`src/rtl/prog_seq_pkg.sv`:
```
// Shared opcode, register-code, reg_en index and source_sel constants for the program sequencer.
// Pure declarations: no latency, no flow control.
package prog_seq_pkg;

    localparam logic [1:0] OP_MOV  = 2'b10;
    localparam logic [2:0] OP_ALU  = 3'b110;
    localparam logic [3:0] OP_JMP  = 4'b1110;
    localparam logic [3:0] OP_JNZ  = 4'b1111;
    localparam logic [7:0] OP_HALT = 8'hBF;

    localparam logic [2:0] REG_OREG = 3'd4;
    localparam logic [2:0] REG_I    = 3'd6;
    localparam logic [2:0] REG_DM   = 3'd7;

    localparam int EN_R    = 4;
    localparam int EN_I    = 6;
    localparam int EN_OREG = 8;

    localparam logic [3:0] SRC_PM   = 4'd8;
    localparam logic [3:0] SRC_PINS = 4'd9;
    localparam logic [3:0] SRC_ZERO = 4'd10;

    localparam logic [3:0] NOP_NIBBLE = 4'h8;

    typedef enum logic [1:0] {
        S_RESET,
        S_RUN,
        S_FLUSH,
        S_HALT
    } state_t;

    // Destination code 4 is o_reg, which lives at the top of the reg_en map.
    function automatic logic [8:0] dst_enable(input logic [2:0] dst);
        logic [8:0] en;
        if (dst == REG_OREG) en = 9'd1 << EN_OREG;
        else                 en = 9'd1 << dst;
        return en;
    endfunction

endpackage

```
`src/rtl/program_sequencer_instr_decoder.sv`:
```
// instr_decoder: combinational decode of ir into the computational-unit control bundle, jump flag and target.
// Zero latency, no flow control; PROG_SEQ_HALT_EN turns 8'hBF into HALT.
module instr_decoder
    import prog_seq_pkg::*;
(
    input  logic [7:0] ir_i,
    input  logic       ir_valid_i,
    input  logic       r_eq_0_i,
    output logic [3:0] source_sel_o,
    output logic [8:0] reg_en_o,
    output logic       i_sel_o,
    output logic       x_sel_o,
    output logic       y_sel_o,
    output logic [3:0] nibble_ir_o,
    output logic       jump_o,
    output logic [3:0] target_o,
    output logic       halt_o
);

    logic [2:0] dst;
    logic [2:0] src;
    logic       pins;
    logic       dm_access;

    always_comb begin
        source_sel_o = SRC_ZERO;
        reg_en_o     = '0;
        i_sel_o      = 1'b0;
        x_sel_o      = 1'b0;
        y_sel_o      = 1'b0;
        nibble_ir_o  = NOP_NIBBLE;
        jump_o       = 1'b0;
        halt_o       = 1'b0;
        dst          = ir_i[6:4];
        src          = ir_i[2:0];
        pins         = 1'b0;
        dm_access    = 1'b0;
        if (ir_valid_i) begin
`ifdef PROG_SEQ_HALT_EN
            if (ir_i == OP_HALT) halt_o = 1'b1;
            else
`endif
            if (ir_i[7] == 1'b0) begin
                source_sel_o = SRC_PM;
                nibble_ir_o  = ir_i[3:0];
                reg_en_o     = dst_enable(dst);
                dm_access    = (dst == REG_DM);
            end else if (ir_i[7:6] == OP_MOV) begin
                dst          = ir_i[5:3];
                pins         = (dst == src);
                source_sel_o = pins ? SRC_PINS : {1'b0, src};
                reg_en_o     = dst_enable(dst);
                dm_access    = (dst == REG_DM) || (src == REG_DM && !pins);
            end else if (ir_i[7:5] == OP_ALU) begin
                x_sel_o        = ir_i[4];
                y_sel_o        = ir_i[3];
                nibble_ir_o    = {1'b0, ir_i[2:0]};
                reg_en_o[EN_R] = 1'b1;
            end else if (ir_i[7:4] == OP_JMP) begin
                jump_o = 1'b1;
            end else if (ir_i[7:4] == OP_JNZ) begin
                jump_o = !r_eq_0_i;
            end
            // A dm access post-increments i unless i itself is the bus destination.
            if (dm_access && dst != REG_I) begin
                reg_en_o[EN_I] = 1'b1;
                i_sel_o        = 1'b1;
            end
        end
    end

    assign target_o = ir_i[3:0];

endmodule

```
`src/rtl/program_sequencer.sv`:
```
// program_sequencer: pc, instruction register and RESET/RUN/FLUSH(/HALT) FSM; one fetch per cycle, taken jump costs 2.
// No backpressure; PROG_SEQ_HALT_EN enables the sticky HALT state.
module program_sequencer
    import prog_seq_pkg::*;
#(
    parameter int PM_ADDR_W = 8
) (
    input  logic                 clk,
    input  logic                 sync_reset_n,
    input  logic [7:0]           pm_data,
    input  logic                 r_eq_0,
    output logic [PM_ADDR_W-1:0] pm_addr,
    output logic [PM_ADDR_W-1:0] ir_pc,
    output logic [7:0]           ir,
    output logic [3:0]           nibble_ir,
    output logic                 i_sel,
    output logic                 x_sel,
    output logic                 y_sel,
    output logic [3:0]           source_sel,
    output logic [8:0]           reg_en,
    output logic                 halted
);

    localparam logic [PM_ADDR_W-1:0] PC_INC = {{(PM_ADDR_W-1){1'b0}}, 1'b1};

    state_t                 state_q, state_d;
    logic [PM_ADDR_W-1:0]   pc_q, pc_d;
    logic [PM_ADDR_W-1:0]   ir_pc_q, ir_pc_d;
    logic [7:0]             ir_q, ir_d;
    logic                   ir_valid_q, ir_valid_d;
    logic                   jump_dec;
    logic                   halt_dec;
    logic [3:0]             jump_tgt;

    instr_decoder u_dec (
        .ir_i         (ir_q),
        .ir_valid_i   (ir_valid_q),
        .r_eq_0_i     (r_eq_0),
        .source_sel_o (source_sel),
        .reg_en_o     (reg_en),
        .i_sel_o      (i_sel),
        .x_sel_o      (x_sel),
        .y_sel_o      (y_sel),
        .nibble_ir_o  (nibble_ir),
        .jump_o       (jump_dec),
        .target_o     (jump_tgt),
        .halt_o       (halt_dec)
    );

    always_ff @(posedge clk) begin
        if (!sync_reset_n) state_q <= S_RESET;
        else               state_q <= state_d;
    end

    always_comb begin
        state_d = state_q;
        case (state_q)
            S_RESET: state_d = S_RUN;
            S_RUN: begin
                if (jump_dec)      state_d = S_FLUSH;
                else if (halt_dec) state_d = S_HALT;
            end
            S_FLUSH: state_d = S_RUN;
            S_HALT:  state_d = S_HALT;
            default: state_d = S_RESET;
        endcase
    end

    always_comb begin
        pc_d       = pc_q;
        ir_d       = ir_q;
        ir_pc_d    = ir_pc_q;
        ir_valid_d = ir_valid_q;
        case (state_q)
            S_RUN: begin
                if (jump_dec) begin
                    // Page comes from the jump's own address; pc may already sit on the next page.
                    pc_d       = {ir_pc_q[PM_ADDR_W-1:4], jump_tgt};
                    ir_valid_d = 1'b0;
                end else if (halt_dec) begin
                    ir_valid_d = 1'b0;
                end else begin
                    ir_d       = pm_data;
                    ir_pc_d    = pc_q;
                    pc_d       = pc_q + PC_INC;
                    ir_valid_d = 1'b1;
                end
            end
            S_RESET, S_FLUSH: begin
                ir_d       = pm_data;
                ir_pc_d    = pc_q;
                pc_d       = pc_q + PC_INC;
                ir_valid_d = 1'b1;
            end
            default: ;
        endcase
    end

    always_ff @(posedge clk) begin
        if (!sync_reset_n) begin
            pc_q       <= '0;
            ir_q       <= '0;
            ir_pc_q    <= '0;
            ir_valid_q <= 1'b0;
        end else begin
            pc_q       <= pc_d;
            ir_q       <= ir_d;
            ir_pc_q    <= ir_pc_d;
            ir_valid_q <= ir_valid_d;
        end
    end

    assign pm_addr = pc_q;
    assign ir_pc   = ir_pc_q;
    assign ir      = ir_q;

`ifdef PROG_SEQ_HALT_EN
    assign halted = (state_q == S_HALT);
`else
    assign halted = 1'b0;
`endif

endmodule
```
`config.mk`:
```
export PLATFORM = sky130hd
export DESIGN_NAME = program_sequencer
export DESIGN_NICKNAME = d
export VERILOG_FILES = /design/src/rtl/prog_seq_pkg.sv /design/src/rtl/program_sequencer_instr_decoder.sv /design/src/rtl/program_sequencer.sv
export SDC_FILE = /design/constraint.sdc
export NUM_CORES = 1
export LEC_CHECK = 0
export ABC_AREA = 1
export ABC_CLOCK_PERIOD_IN_PS = 3100
export CORE_MARGIN = 1
export CORE_UTILIZATION = 42
export DETAILED_ROUTE_END_ITERATION = 7
export GPL_TIMING_DRIVEN = 1
export PLACE_DENSITY = 0.77
export SLEW_MARGIN = 0
export SYNTH_ARGS = -nofsm -noshare
export SYNTH_HDL_FRONTEND = slang
export SYNTH_SLANG_ARGS = --single-unit
```
`constraint.sdc`:
```
create_clock -name clk -period 3.1 [get_ports clk]
set_input_delay 0.62 -clock clk [delete_from_list [all_inputs] [get_ports clk]]
set_output_delay 0.62 -clock clk [all_outputs]
set_load 0.01 [all_outputs]
```
==> summary.txt <==
Most frequent cells in the layout -> clkdlybuf4s50_1 (54), nand2_1 (50), inv_1 (33)
Routed vias/inst -> 5.08
I/O pins -> 56
Min-Delay Path Class -> reg -> reg
Reg area -> 541 um^2
Crit path max-delay family -> buffers and inverters
R2R cell count -> 7
Worst Setup Start Kind -> register
I/O Buffers -> 54
CTS Buffer Depth -> 2
Skew final -> 0.00742 ns
Mapped Nets -> 259
Areal power density over the cells -> 330 nW/um^2
GRT Overall Usage -> 21.8%
Post-Synthesis Cells -> 247
Sequential share of the synthesized area -> 33.3%
Clk slew on worst S/H paths -> 0.10 ns
Worst-Skew Late Latency -> 0.28 ns
Outcome -> finished clean
Initial antenna violation count -> 0
Fillers -> 379
Leakage power -> 0.940 nW
Drt first pass iters -> 4
Die X -> 64.1 um
Row count -> 22
Placer Congestion -> 0.927
Final setup viols -> 0
CP Capture Point -> reg_en[1]
Reg2Reg Capture Point -> ir_pc[1]
Share of cells above drive strength 1 -> 6.06%
Cell Area, Synth -> 1620 um^2
Root Driver -> clkbuf_8
Synth area leaders -> dfxtp_1 (33%), nand2_1 (12%), inv_1 (7.6%)
Clk sink count -> 27
Vias in the first global route -> 1,631
Resize count post-CTS -> 0
CP endpoint kind -> output port
Post-route DRC -> 0
Critical-path maximum fanout -> 12
Via count -> 1,751
Fin. max-slew vios -> 0
WL final -> 4260 um
Largest net degree at the start of global routing -> 28
Die Area -> 4110 um^2
WP data arrival -> 2.19 ns
RSZ-0062 raised after global routing -> false
Worst path depth -> 3
Worst R2R Setup Slack -> 1.45 ns
Max Fclk -> 356 MHz
Total grt overflow -> 0
IR drop worst, VDD -> 0.231 mV
Crit Reg-Reg Startpoint -> ir[7]
Ys Warns -> 0
CP Data Required Time -> 2.48 ns
Ant. Diodes -> 0
Wire per inst -> 12.3 um
Combined area of the multi-input logic cells -> 875 um^2
H-tree depth -> 1
Nets -> 310
CTS Hold Buffers Added -> 0
Worst path cell trace -> clkinv_1 -> a2111oi_0 -> clkdlybuf4s50_1
Max-cap violations -> 0
DP HPWL -> 3160 um
Total CTS buffers -> 3
Commonest non-fill, non-tap cell in the layout -> clkdlybuf4s50_1
WHS -> 0.466 ns
First-pass GRT wire length -> 7310 um
Setup TNS -> 0 ns
Slowest-stage cell, CP -> clkdlybuf4s50_1
Starting Density -> 44.0%
Kind of critical path -> reg -> out
Final Critical Period -> 2.81 ns
Die H -> 64.1 um
FF+latch count, synth -> 27
Final Hold Violating Endpoints -> 0
Max stage delay on crit path -> 0.61 ns
# Post-CTS Setup Buffers -> 0
Core area -> 3690 um^2
Synth area leader -> dfxtp_1
CP startpoint -> ir[7]
Clock tree from TritonCTS -> yes
Final ANT Viol Nets -> 0
Synth top area share -> 33.3%
Final Cycle Share -> 90.7%
Syn avg cell area -> 6.57 um^2
DRT iter0 DRCs -> 151
Yosys cell types -> 33
Crit path buf inv count -> 2
Area delta synth->final -> 35.9%
==> routing by layer <==
layer / vias to the layer above / global-route usage, % / wire, um
li1: 898 / - / -
met1: 790 / 30.0 / 2050
met2: 59 / 36.0 / 1910
met3: 4 / 2.68 / 269
met4: 0 / 5.56 / 30
met5: - / 0 / 0
==> per-stage QoR <==
stage / power [mW] / cell area [um^2] / worst slack (ns) / cells / utilization, %
2_1_floorplan: 0.459 / 1620 / 1.09 / 247 / -
4_1_cts: 0.726 / 2200 / 0.305 / 345 / 59.7
3_5_place_dp: 0.528 / 2150 / 0.635 / 341 / 58.4
5_1_grt: 0.762 / 2200 / 0.108 / 345 / 59.7
3_3_place_gp: 0.527 / 2150 / 0.652 / 341 / 58.4
6_report: 0.726 / 2200 / 0.289 / 345 / 59.7
==> synthesized netlist by cell type <==
cell type / n
o21ai_0: 22
xnor2_1: 2
nor2_4: 2
clkbuf_1: 1
o22ai_1: 1
inv_2: 1
a21oi_1: 24
nand2_8: 1
a211oi_1: 1
buf_4: 1
a31oi_1: 1
o21ai_1: 3
conb_1: 1
dfxtp_1: 27
clkinv_1: 1
nand2_2: 1
or2_2: 1
buf_6: 3
nand2_4: 1
nor3_1: 5
o211ai_1: 1
nor2_2: 1
nand3_1: 23
a21oi_2: 4
ha_1: 1
nor2_1: 26
buf_8: 1
xor2_1: 1
nand2_1: 50
buf_2: 3
a2111oi_0: 2
o21ai_2: 1
inv_1: 33
==> where the power goes <==
part           leakage (nW)  internal (mW)  total (mW)  switching [mW]
clock network        0.0217         0.0913       0.205           0.114
registers             0.221          0.360       0.380          0.0204
logic                 0.696         0.0713       0.141          0.0701
total                 0.940          0.522       0.726           0.204
==> cell families after synthesis <==
kind of cell,count (synthesis),synth area share (%)
xor gates and xnor gates,3,1.62
other,1,0.231
adders and majority gates,1,0.771
AOI/OAI and AO/OA,60,20.6
and+or+nand+nor,111,30.7
buffers and inverters,44,12.7
DFF,27,33.3
==> how the worst min path moves through the flow <==
| stage | cells past startpoint | end | slack, ns | start |
|---|---|---|---|---|
| 4_1_cts | 2 | ir_pc[0] | 0.47 | ir_pc[0] |
| 5_1_grt | 2 | ir_pc[0] | 0.50 | ir_pc[0] |
| 3_5_place_dp | 2 | ir_pc[0] | 0.45 | ir_pc[0] |
| 6_report | 2 | ir_pc[0] | 0.47 | ir_pc[0] |
| 2_1_floorplan | 2 | ir_pc[0] | 0.47 | ir_pc[0] |
| 3_3_place_gp | 2 | ir_pc[0] | 0.44 | ir_pc[0] |
==> worst register-to-register path, delay by kind of cell (launching register included) <==
kind,cells,cell delay (ns)
flip-flops,1,0.56
AND/OR/NAND/NOR,6,0.87
buffers and inverters,1,0.12
==> layout make-up <==
type | count | area share, %
sequential | 27 | 24.5
timing repair buffer | 55 | 24.9
multi-input combinational | 176 | 39.7
tap | 48 | 2.73
inverter | 35 | 5.96
clock inverter | 1 | 0.341
clock buffer | 3 | 1.87
==> flip-flops by register name, indices dropped and copies added (netlist names) <==
name / count
state_q: 2
pm_addr: 8
ir_pc: 8
ir: 8
ir_valid_q: 1
(Power assumes the default switching activity.)
==> variant, RTL diff (same settings) <==
Make the reset (`sync_reset_n`) asynchronous in 2 clocked blocks.
--- a/src/rtl/program_sequencer.sv
+++ b/src/rtl/program_sequencer.sv
@@ -49,3 +49,3 @@
 
-    always_ff @(posedge clk) begin
+    always_ff @(posedge clk or negedge sync_reset_n) begin
         if (!sync_reset_n) state_q <= S_RESET;
@@ -98,3 +98,3 @@
 
-    always_ff @(posedge clk) begin
+    always_ff @(posedge clk or negedge sync_reset_n) begin
         if (!sync_reset_n) begin
Formal check against the unedited RTL: differs if sync_reset_n is asserted again (counterexample within 4 cycles, from zero or initial values and one cycle with sync_reset_n low); with sync_reset_n held inactive, the same outputs for 10 cycles.
==> variant against the original RTL <==
Synthesized area is 7.9% higher. Sequential cell count stayed put. Critical path depth is 4 higher. Setup slack better by 0.026 ns. Routed wire length is 3.4% lower. Clock skew is 0.0049 ns lower. Final area is 6.0% higher.
Power is left out: it rests on default switching activity, and per cell area and clock period it moved more than threefold.
==> variant: results (changes against the original RTL) <==
outcome: "finished, final reports clean"  # unchanged
grt_pass1_vias: 1535  # was 1631
route.vias.total: 1658  # was 1751
cp-endpoint: "reg_en[6]"  # was reg_en[1]
grt_pass1_wl_mm: 7.086  # was 7.307 mm
clock_skew_ns: 0.002565  # was 0.007420 ns
antenna_found_initial: 0  # unchanged
yosysSeqAreaShare_pct: 38.60  # was 33.33%
drt-total-wl_mm: 4.112  # was 4.257 mm
async_flop_share_pct: 100.0  # was 0%
synthTopCellsByCount: "nand2_1, inv_1, dfrtp_1"  # was nand2_1, inv_1, dfxtp_1
fillers: 385  # was 379
arrival_ns: 2.17  # was 2.19 ns
clock_latency_ns: 0.27
ys_top_cells_by_area: "dfrtp_1, nand2_1, inv_1"  # was dfxtp_1, nand2_1, inv_1
hold_path.class: "flop to flop"  # unchanged
syn_nets: 246  # was 259
diodes: 0  # unchanged
synth.distinct_cells: 29  # was 33
critPathTopFamily: "buffers and inverters"  # unchanged
worstMarginPinSlew_ns: 0.5004
hpwl_mm: 3.103  # was 3.163 mm
rrSetupSlack_ns: 1.52  # was 1.45 ns
drt-initial-drc-count: 138  # was 151
worstSetupStartpoint: "ir[7]$_DFFE_PN0P_"  # was ir[7]$_SDFFE_PN0P_
fmax_mhz: 359.1  # was 355.7 MHz
cts_buffer_depth: 2  # unchanged
h-tree-depth: 1  # unchanged
drive_above_1_share_pct: 11.62  # was 6.061%
hold_depth: 2  # unchanged
r2r_cells: 6  # was 7
ys_warn_count: 0  # unchanged
holdCritStartpoint: "ir_pc[0]$_DFFE_PN0P_"  # was ir_pc[0]$_SDFFE_PN0P_
whs_endpoint: "ir_pc[0]$_DFFE_PN0P_"  # was ir_pc[0]$_SDFFE_PN0P_
hold_ws_ns: 0.4961  # was 0.4661 ns
final_nets: 297  # was 310
r2r_end: "pm_addr[0]$_DFFE_PN0P_"  # was ir_pc[1]$_SDFFE_PN0P_
placement.io_buffers: 54  # unchanged
cts_resized: 0  # unchanged
root_buffer: "clkbuf_8"  # unchanged
grt_use_total_pct: 20.94  # was 21.83%
gp_congestion: 0.8814  # was 0.9271
dr.pass1.iters: 4  # unchanged
clk_pin_slew_ns: 0.09
slowest_stage: "dfrtp_1"  # was clkdlybuf4s50_1
crit_path_max_fanout: 14  # was 12
-- variant: cell types whose count changed after synthesis, sizes merged, moves of 2 or more --
cell	delta
a2111oi	-2
a21oi	-21
a31oi	+2
dfrtp	+27
dfxtp	-27
inv	-2
nand2	+19
nand3	-3
nor2	-4
-- variant: cell families (layout without fill, tap and decap cells) --
logic type	count (synthesis)	after routing	synth area share, %
AND/OR/NAND/NOR	124	124	34.10
buffers and inverters	41	91	11.22
AO/OA/AOI/OAI	39	39	14.65
flip-flops	27	27	38.60
adder cells (fa/ha/maj)	1	1	0.7147
other	1	1	0.2142
XOR/XNOR	1	1	0.5004
-- variant: cell type report --
class	instances	share of cell area (%)
Clock buffer	4	1.929
Inverter	32	5.359
Multi-Input combinational cell	166	37.62
Sequential cell	27	28.94
Tap cell	50	2.680
Timing Repair Buffer	55	23.47
-- variant: through the flow --
stage	cells	worst slack [ns]	instance area (µm²)
6_report	334	0.3149	2335
5_1_grt	334	0.07274	2335
4_1_cts	334	0.3168	2335
3_5_place_dp	330	0.6290	2290
3_3_place_gp	330	0.6651	2290
2_1_floorplan	234	1.289	1750
-- variant: metal layers --
layer	vias to the layer above	part of all wire (%)	GRT usage, %
met5	-	0	0
met4	0	1.2	5.585
met3	6	5.2	1.884
met2	53	49	34.22
met1	759	45	29.43
li1	840	-	-
-- variant: tightest hold or removal path, cell delays in order, from the launching register on --
cell and delay, ns:
dfrtp_1 0.36, nand2_1 0.05, o21ai_0 0.06
